File: src/rtl/prbs31_bert_ctrl.sv
// PRBS31 (x^31 + x^28 + 1) bit-error-rate test controller: seeds the generator and
// runs a self-synchronising checker through fill, sync and a fixed measurement window.
module prbs31_bert_ctrl #(
  parameter int unsigned WIN_LOG2 = 16,
  parameter int unsigned ERR_W    = 16,
  parameter int unsigned SYNC_LEN = 64,
  parameter int unsigned SYNC_TO  = 4096
) (
  input  logic             clk,
  input  logic             rst_n,
  input  logic             start,
  input  logic             abort,
  input  logic             loop_sel,
  input  logic             inject_err,
  input  logic             rx_bit,
  output logic             tx_bit,
  output logic             busy,
  output logic             locked,
  output logic             done,
  output logic             sync_fail,
  output logic             sat,
  output logic [ERR_W-1:0] err_cnt
);

  localparam int unsigned TO_W = $clog2(SYNC_TO + 1);
  localparam logic [WIN_LOG2:0] WIN_N   = {1'b1, {WIN_LOG2{1'b0}}};
  localparam logic [TO_W-1:0]   TO_LAST = TO_W'(SYNC_TO);
  localparam logic [7:0]        RUN_END = 8'(SYNC_LEN);

  localparam logic [2:0] S_IDLE    = 3'd0;
  localparam logic [2:0] S_SEED    = 3'd1;
  localparam logic [2:0] S_SYNC    = 3'd2;
  localparam logic [2:0] S_MEASURE = 3'd3;
  localparam logic [2:0] S_DONE    = 3'd4;

  logic [2:0]        state_q, state_d;
  logic [30:0]       gen_q, gen_d;
  logic [30:0]       chk_q, chk_d;
  logic [4:0]        fill_q, fill_d;
  logic [7:0]        run_q, run_d;
  logic [WIN_LOG2:0] win_q, win_d;
  logic [TO_W-1:0]   cyc_q, cyc_d;
  logic [ERR_W-1:0]  err_q, err_d;
  logic              sat_q, sat_d;
  logic              sync_fail_q, sync_fail_d;
  logic              busy_q, busy_d;
  logic              locked_q, locked_d;
  logic              done_q, done_d;

  logic        tx;
  logic        rx;
  logic        exp_bit;
  logic [30:0] gen_adv;

  always_comb begin
    state_d     = state_q;
    gen_d       = gen_q;
    chk_d       = chk_q;
    fill_d      = fill_q;
    run_d       = run_q;
    win_d       = win_q;
    cyc_d       = cyc_q;
    err_d       = err_q;
    sat_d       = sat_q;
    sync_fail_d = sync_fail_q;

    tx      = gen_q[30] ^ (inject_err & (state_q == S_MEASURE));
    rx      = loop_sel ? rx_bit : tx;
    exp_bit = chk_q[27] ^ chk_q[30];
    gen_adv = {gen_q[29:0], gen_q[27] ^ gen_q[30]};

    if (abort) begin
      state_d = S_IDLE;
    end else begin
      case (state_q)
        S_IDLE: if (start) state_d = S_SEED;
        S_SEED: begin
          gen_d       = 31'd1;
          chk_d       = '0;
          fill_d      = '0;
          run_d       = '0;
          win_d       = '0;
          cyc_d       = '0;
          err_d       = '0;
          sat_d       = 1'b0;
          sync_fail_d = 1'b0;
          state_d     = S_SYNC;
        end
        S_SYNC: begin
          gen_d = gen_adv;
          chk_d = {chk_q[29:0], rx};
          cyc_d = cyc_q + 1'b1;
          // Compare only once the shift register holds 31 received bits.
          if (fill_q != 5'd31) fill_d = fill_q + 5'd1;
          else if ((rx == exp_bit) && (chk_q != '0)) run_d = run_q + 8'd1;
          else run_d = '0;
          if (run_d == RUN_END) begin
            state_d = S_MEASURE;
          end else if (cyc_d == TO_LAST) begin
            state_d     = S_DONE;
            sync_fail_d = 1'b1;
            err_d       = '0;
          end
        end
        S_MEASURE: begin
          gen_d = gen_adv;
          // Free-running: feeding back exp keeps one flipped bit from counting three times.
          chk_d = {chk_q[29:0], exp_bit};
          win_d = win_q + 1'b1;
          if ((rx != exp_bit) && (err_q != '1)) err_d = err_q + 1'b1;
          sat_d = sat_q | (&err_d);
          if (win_d == WIN_N) state_d = S_DONE;
        end
        S_DONE: if (start) state_d = S_SEED;
        default: state_d = S_IDLE;
      endcase
    end

    busy_d   = (state_d == S_SEED) || (state_d == S_SYNC) || (state_d == S_MEASURE);
    locked_d = (state_d == S_MEASURE);
    done_d   = (state_d == S_DONE);
  end

  always_ff @(posedge clk or negedge rst_n) begin
    if (!rst_n) begin
      state_q     <= S_IDLE;
      gen_q       <= 31'd1;
      chk_q       <= '0;
      fill_q      <= '0;
      run_q       <= '0;
      win_q       <= '0;
      cyc_q       <= '0;
      err_q       <= '0;
      sat_q       <= 1'b0;
      sync_fail_q <= 1'b0;
      busy_q      <= 1'b0;
      locked_q    <= 1'b0;
      done_q      <= 1'b0;
    end else begin
      state_q     <= state_d;
      gen_q       <= gen_d;
      chk_q       <= chk_d;
      fill_q      <= fill_d;
      run_q       <= run_d;
      win_q       <= win_d;
      cyc_q       <= cyc_d;
      err_q       <= err_d;
      sat_q       <= sat_d;
      sync_fail_q <= sync_fail_d;
      busy_q      <= busy_d;
      locked_q    <= locked_d;
      done_q      <= done_d;
    end
  end

  assign tx_bit    = tx;
  assign busy      = busy_q;
  assign locked    = locked_q;
  assign done      = done_q;
  assign sync_fail = sync_fail_q;
  assign sat       = sat_q;
  assign err_cnt   = err_q;

endmodule
File: config.mk
export PLATFORM = sky130hd
export DESIGN_NAME = prbs31_bert_ctrl
export DESIGN_NICKNAME = d
export VERILOG_FILES = /design/src/rtl/prbs31_bert_ctrl.sv
export SDC_FILE = /design/constraint.sdc
export NUM_CORES = 1
export LEC_CHECK = 0
export ABC_AREA = 0
export CAP_MARGIN = 20
export CELL_PAD_IN_SITES_DETAIL_PLACEMENT = 0
export CELL_PAD_IN_SITES_GLOBAL_PLACEMENT = 1
export CORE_AREA = 2 2 136 138
export CTS_CLUSTER_SIZE = 20
export DETAILED_ROUTE_END_ITERATION = 7
export DIE_AREA = 0 0 138 140
export GPL_TIMING_DRIVEN = 0
export HOLD_SLACK_MARGIN = 0.06
export PLACE_DENSITY = 0.67
export RECOVER_POWER = 50
export SLEW_MARGIN = 20
export SYNTH_ARGS = -nofsm -noshare
export SYNTH_HDL_FRONTEND = slang
export SYNTH_SLANG_ARGS = --single-unit
export TNS_END_PERCENT = 100
File: constraint.sdc
create_clock -name clk -period 2.9 [get_ports clk]
set_clock_uncertainty 0.05 [all_clocks]
set_input_delay 0.58 -clock clk [delete_from_list [all_inputs] [get_ports clk]]
set_output_delay 0.58 -clock clk [all_outputs]
set_load 0.1 [all_outputs]
==> results of run 1 <==
-- kinds of logic (layout without fill, tap and decap cells) --
group	Yosys count	after routing
and+or+nand+nor	392	392
AOI/OAI and AO/OA	198	198
DFF	129	129
buffers and inverters	68	133
xor gates and xnor gates	19	19
muxes	13	13
adders and majority gates	6	6
-- cell type report --
type | count | area (sq um)
Clock buffer | 18 | 429.2
Clock inverter | 14 | 180.2
Multi-Input combinational cell | 628 | 3550
Inverter | 11 | 41.29
Fill cell | 1766 | 9493
Sequential cell | 129 | 3229
Tap cell | 229 | 286.5
Buffer | 57 | 250.2
Timing Repair Buffer | 33 | 320.3
-- flip-flops by register name (all words and copies together) (netlist names) --
register / flops
chk_q: 31
sat: 1
locked: 1
cyc_q: 13
err_cnt: 16
state_q: 3
win_q: 17
fill_q: 5
sync_fail: 1
busy: 1
done: 1
gen_q: 31
run_q: 8
-- final timing paths --
| check | startpoint | end | slack, ps | cells after the start |
|---|---|---|---|---|
| worst min register to register | gen_q[8] | gen_q[8] | 420 | 2 |
| worst max-delay path | err_cnt[5] | err_cnt[5] | 110 | 1 |
| max in group asynchronous | rst_n | gen_q[19] | 430 | 3 |
| worst min-delay path | gen_q[8] | gen_q[8] | 420 | 2 |
| worst max register to register | fill_q[0] | err_cnt[9] | 170 | 11 |
| min in group asynchronous | rst_n | cyc_q[7] | 1010 | 2 |
-- Yosys cell counts, drive strengths merged (7+ instances only) --
master and number:
buf 25, a31oi 23, inv 11, a211oi 8, xor2 9, dfrtp 128, nor2 40, a21oi 42
and3 12, o21ai 75, nor4 14, xnor2 10, nand3 59, nand4 24, and2 8, mux2i 13
and4 7, nor3 17, nand2 180, clkbuf 32
-- what timing repair did --
action | in CTS | in global routing
hold buffers | 1 | 0
pin swaps | 1 | 2
endpoints found under the setup margin | 12 | 13
gates resized for setup | 5 | 3
buffers inserted | 1 | 2
endpoints found under the hold margin | 28 | 0
-- per-layer routing --
metal / part of all wire, % / vias to the layer above / routed length [um] / global-route usage [%]
met3: 3.5 / 20 / 646 / 4.171
met4: 1.2 / 0 / 222 / 5.585
met2: 45 / 136 / 8456 / 30.04
met5: 0 / - / 0 / 0
li1: - / 3072 / - / -
met1: 50 / 3086 / 9311 / 28.86
-- through the flow --
step | hold WS, ps | instances
finish | 416.8 | 1119
detailed placement | 406.1 | 1083
floorplan | 234.4 | 825
global placement | 399.6 | 1082
CTS | 421.1 | 1117
global route | 447.9 | 1119
-- power groups by stage --
| stage | clock network [uW] | logic, uW | registers (uW) |
|---|---|---|---|
| CTS | 2290 | 1010 | 1980 |
| floorplan | 0 | 595 | 2070 |
| global placement | 0 | 983 | 2010 |
| finish | 2250 | 1010 | 1980 |
| detailed placement | 0 | 997 | 2020 |
| global route | 2380 | 1120 | 2000 |
==> results.md, run 1 <==
- Cell internal pwr: 3528 uW
- ANT cells: 0
- Worst rel slew slack: 0.02653%
- Die H: 140 um
- Placement Cell Area: 0.007636 sq mm
- Sequential power share: 37.8%
- Post-synth top area share: 45.57%
- Crit path max-delay family: buffers and inverters
- Area Overhead vs Synth: 17.89%
- Hold Crit Class: flop to flop
- Mean Syn Cell Area: 8.520 sq um
- Violated checks: max-capacitance violations
- CTS tree: built
- Total gr overflow: 0
- Boundary Pins: 29
- Leak pwr: 0.003633 uW
- CP startpoint kind: flop
- Synth Area in Adders: 1.068%
- CP Data Required Time: 2270 ps
- #FFs+latches synth: 129
- Yosys cell types: 67
- Xor/xnor cell area share of the yosys netlist: 2.367%
- Status: finished, violations left
- Pwr dens: 633.3 mW/mm^2
- Largest family of logic cells by synthesized area: simple AND/OR/NAND/NOR gates
- Vias in the first global route: 5922
- Fmax: 358.4 MHz
- Std cell rows: 49
- Sequential-to-total area share from yosys stat: 45.94%
- HPWL after DPL: 12.65 mm
- Final Worst Setup Slack: 110.1 ps
- Post-synthesis mux area share: 1.851%
- Top_reg_cell synth: dfrtp_1
- Wire per inst: 16.66 um
- Global-route wire length before repair: 31.11 mm
- Critical path's largest stage delay: 1200 ps
- Setup CP Type: flop to output pin
- Total global-route track usage: 19.85%
- Routed vias/inst: 5.643
- CTS buffer count: 17
- Pre-CTS WS: -690.7 ps
- Syn nets: 838
- Top post-synthesis cells by area: dfrtp_1 46%, nand2_1 9.6%, o21ai_0 5.1%
- Clk pin slew, worst setup/hold paths: 60 ps
- Largest net degree at the start of global routing: 72
- Clock Tree Root: clkbuf_16
- TritonCTS Sinks: 129
- Drt drc: 0
- Asr flop ratio synth: 100.0%
- WP buf/inv: 1
- Initial drt markers: 495
- Util after Layout: 46.61%
- P_sw: 1720 uW
- Yosys warnings: 0
- Commonest non-fill, non-tap cell in the layout: nand2_1
- Worst-path cell with the longest stage delay: clkdlybuf4s50_1
- DR pass1 iterations: 5
- Clock share of power: 42.9%
- TNS Setup: 0 ps
- Die Area: 0.01932 sq mm
- Die X: 138 um
- GPL Wtd Cong: 0.8730
- Post-route cell area: 0.008287 sq mm
- Cells after Synth: 825
- Final slew viol count: 0
- Final layout net count: 890
- Post-synthesis compound-gate area fraction: 17.55%
- Share of cells above drive strength 1: 8.876%
- Logic pwr share: 19.3%
- Final setup fails: 0
- Fin crit period: 2790 ps
- IO buf count: 28
- Switching Share: 32.78%
- Post-synth EDFFs: 0
- H-Tree Level Count: 4
- Drt total wl: 18.64 mm
- Critical Path Sink Type: output pin
- Buffer depth of the longest clock path: 2
- Final cycle utilization of the critical path: 96.20%
- Crit Path Max Fanout: 9
- Max-cap violations: 1
- Detail Route Antenna Nets: 0
- Measured slew at the worst slew-check pin: 1500 ps
- Post-Syn Area: 0.007029 sq mm
- Initial core utilization: 39.54%
- Worst-Skew Late Latency: 430 ps
- Final hold vios: 0
- WP data arrival: 2160 ps
- Pwr Total: 5248 uW
- Vias: 6314
- CP cell instances: clkdlybuf4s50_1
- Worst IR Drop VDD: 0.4594 mV
- Synth area leader: dfrtp_1
- Commonest non-fill, non-tap cells in the layout: 180 x nand2_1, 128 x dfrtp_1, 72 x o21ai_0
- Post-synthesis simple-gate area fraction: 27.14%
- Core footprint: 0.01778 sq mm
- Antenna violations before repair: 0
No activity file was read; power rests on OpenSTA's default activity.
==> run 2, diff against run 1 <==
--- a/config.mk
+++ b/config.mk
@@ -17,7 +17,7 @@
 export HOLD_SLACK_MARGIN = 0.06
 export PLACE_DENSITY = 0.67
 export RECOVER_POWER = 50
-export SLEW_MARGIN = 20
+export SLEW_MARGIN = 40
 export SYNTH_ARGS = -nofsm -noshare
 export SYNTH_HDL_FRONTEND = slang
 export SYNTH_SLANG_ARGS = --single-unit
==> run 2 against run 1 <==
  * The run still ends with max-capacitance violations left
  * Sequential power is essentially flat
  * Die area is the same
  * Global-route usage grew 0.38 points
  * Combinational power is essentially flat
  * Final area shrank 1.7%
  * Critical path type is now flop to flop
  * Largest cell class unchanged
  * Largest power group unchanged
==> results.md, run 2 (synthesis results as in run 1) <==
- Status: finished, violations left
- Violated checks: max-capacitance violations
- Top Registers: chk_q x31, gen_q x31, win_q x17
- CTS tree: built
- Metal2 WL: 8.462 mm (about the same)
- Std cell rows: 49 (unchanged)
- Wire per inst: 16.76 um (+0.61%)
- # fillers: 1800 (+1.9%)
- DR pass1 iterations: 5 (unchanged)
- Worst-Skew Late Latency: 420 ps (about the same)
- Initial core utilization: 39.54% (unchanged)
- CTS buffer count: 17 (unchanged)
- Worst IR Drop VDD: 0.4328 mV (-5.8%)
- IO buf count: 28 (unchanged)
- TritonCTS Sinks: 129 (unchanged)
- Drt drc: 0 (unchanged)
- Commonest non-fill, non-tap cell in the layout: nand2_1
- Top sig layer: met4
- Metal-1 WL: 9.308 mm (about the same)
- Pre-CTS WS: -655.2 ps (+35.47 ps)
- Crit path launch: fill_q[0]
- Crit Path Max Fanout: 10 (+1)
- Critical Path Sink Type: flop
- Commonest non-fill, non-tap cells in the layout: 180 x nand2_1, 128 x dfrtp_1, 72 x o21ai_0
- Total global-route track usage: 20.22% (+0.38 points)
- Measured slew at the worst slew-check pin: 1490 ps (-9.673 ps)
- Area Overhead vs Synth: 15.93%
- Antenna violations before repair: 0 (unchanged)
- Die H: 140 um (unchanged)
- Clk pin slew, worst setup/hold paths: 60 ps (about the same)
- Final slew viol count: 0 (unchanged)
- Drt total wl: 18.73 mm (+0.52%)
- H-Tree Level Count: 4 (unchanged)
- Leak pwr: 0.003631 uW (about the same)
- WP data arrival: 2980 ps (+820 ps)
- Core footprint: 0.01778 sq mm (unchanged)
- Pwr dens: 627.0 mW/mm^2 (-0.99%)
- Max-cap violations: 1 (unchanged)
- Fmax: 366.0 MHz (+2.1%)
- Worst rel slew slack: 0.6714% (+0.64 points)
- Final hold vios: 0 (unchanged)
- Fin crit period: 2732 ps (-58.01 ps)
- Die X: 138 um (unchanged)
- Detail Route Antenna Nets: 0 (unchanged)
- Clock Tree Root: clkbuf_16
- Met3 WL: 650 um (+0.62%)
- Vias: 6265 (-0.78%)
- Final layout net count: 891 (+0.11%)
- Final Worst Setup Slack: 168.1 ps (+58.01 ps)
- Final setup fails: 0 (unchanged)
- CP startpoint kind: flop
- Routed vias/inst: 5.604 (-0.69%)
- Die Area: 0.01932 sq mm (unchanged)
- Total gr overflow: 0 (unchanged)
- Boundary Pins: 29 (unchanged)
- RSZ-0062 raised after global routing: false
- Buffer depth of the longest clock path: 2 (unchanged)
- HPWL after DPL: 12.80 mm (+1.3%)
- Vias in the first global route: 5958 (+0.61%)
- Share of cells above drive strength 1: 10.46% (+1.6 points)
- ANT cells: 0 (unchanged)
- HP Start: gen_q[8]
- RR Startpoint: fill_q[0]
- CP Data Required Time: 3140 ps (+870 ps)
- Final cycle utilization of the critical path: 94.20% (-2.0 points)
- Hold Crit Class: flop to flop
- Initial drt markers: 469 (-5.3%)
- Setup CP Type: flop to flop
- Hold Slack: 414.5 ps (-2.309 ps)
- Global-route wire length before repair: 31.61 mm (+1.6%)
- GPL Wtd Cong: 0.8730 (unchanged)
- Largest net degree at the start of global routing: 72 (unchanged)
-- run 2: changes by cell type in the layout (fill, tap and decap cells not counted), moves of 3 or more --
cell             previous run  this run
clkdlybuf4s50_1            26         5
buf_2                      16        28
clkbuf_1                   32        41
inv_6                       4         1
-- run 2: path summary, 6_finish.rpt --
kind	endpoint	slack, ps	depth (start not counted)
worst max-delay path	err_cnt[6]	170	11
worst min-delay path	gen_q[8]	410	2
worst max register to register	err_cnt[6]	170	11
worst min register to register	gen_q[8]	410	2
max in group asynchronous	gen_q[21]	440	3
min in group asynchronous	cyc_q[6]	1010	2
-- run 2: area by class of cell --
class                      count  area [sq um]  share of cell area [%]
sequential                   129          3229                   39.63
clock inverter                12         137.6                   1.689
tap                          229         286.5                   3.516
inverter                      11         41.29                  0.5067
buffer                        57         250.2                   3.071
clock buffer                  18         439.2                   5.389
multi-input combinational    628          3561                   43.70
timing repair buffer          34         203.9                   2.503
-- run 2: what timing repair did --
item | 4_1_cts | 5_1_grt
endpoints found under the setup margin | 10 | 13
gates resized for setup | 2 | 3
hold buffers | 1 | 0
hold endpoints to repair | 47 | 0
setup buffers | 1 | 3
pin swaps | 1 | 3
-- run 2: where the power goes --
part | total [uW] | internal, uW | switching (uW)
Sequential | 1990 | 1900 | 86.4
Clock | 2120 | 1280 | 838
Combinational | 1000 | 256 | 747
Total | 5110 | 3440 | 1670
-- run 2: routing by layer --
metal,vias to the layer above,track usage (%)
met1,3053,28.75
met3,27,4.171
met5,-,0
met4,0,7.197
met2,118,30.72
li1,3067,-
-- run 2: worst max-delay path, cell delays in order (launching register included) --
cell	delay, ps
dfrtp_1	410
ha_1	220
and3_1	200
ha_1	210
and4_1	160
clkbuf_2	180
and4_1	250
a211oi_2	310
nor3_2	90
a21oi_4	220
buf_4	230
a21oi_1	90
-- run 2: stage by stage --
stage	cells	TNS, ps	total power [uW]	area (sq um)	utilization (%)
after detailed placement	1083	-9249	3005	7535	42.38
after CTS	1115	0	5163	8139	45.78
final	1118	0	5110	8149	45.83
after global routing	1118	0	5385	8149	45.83
after floorplan	825	0	2667	7037	-
after global placement	1082	-544010	2997	7604	42.77
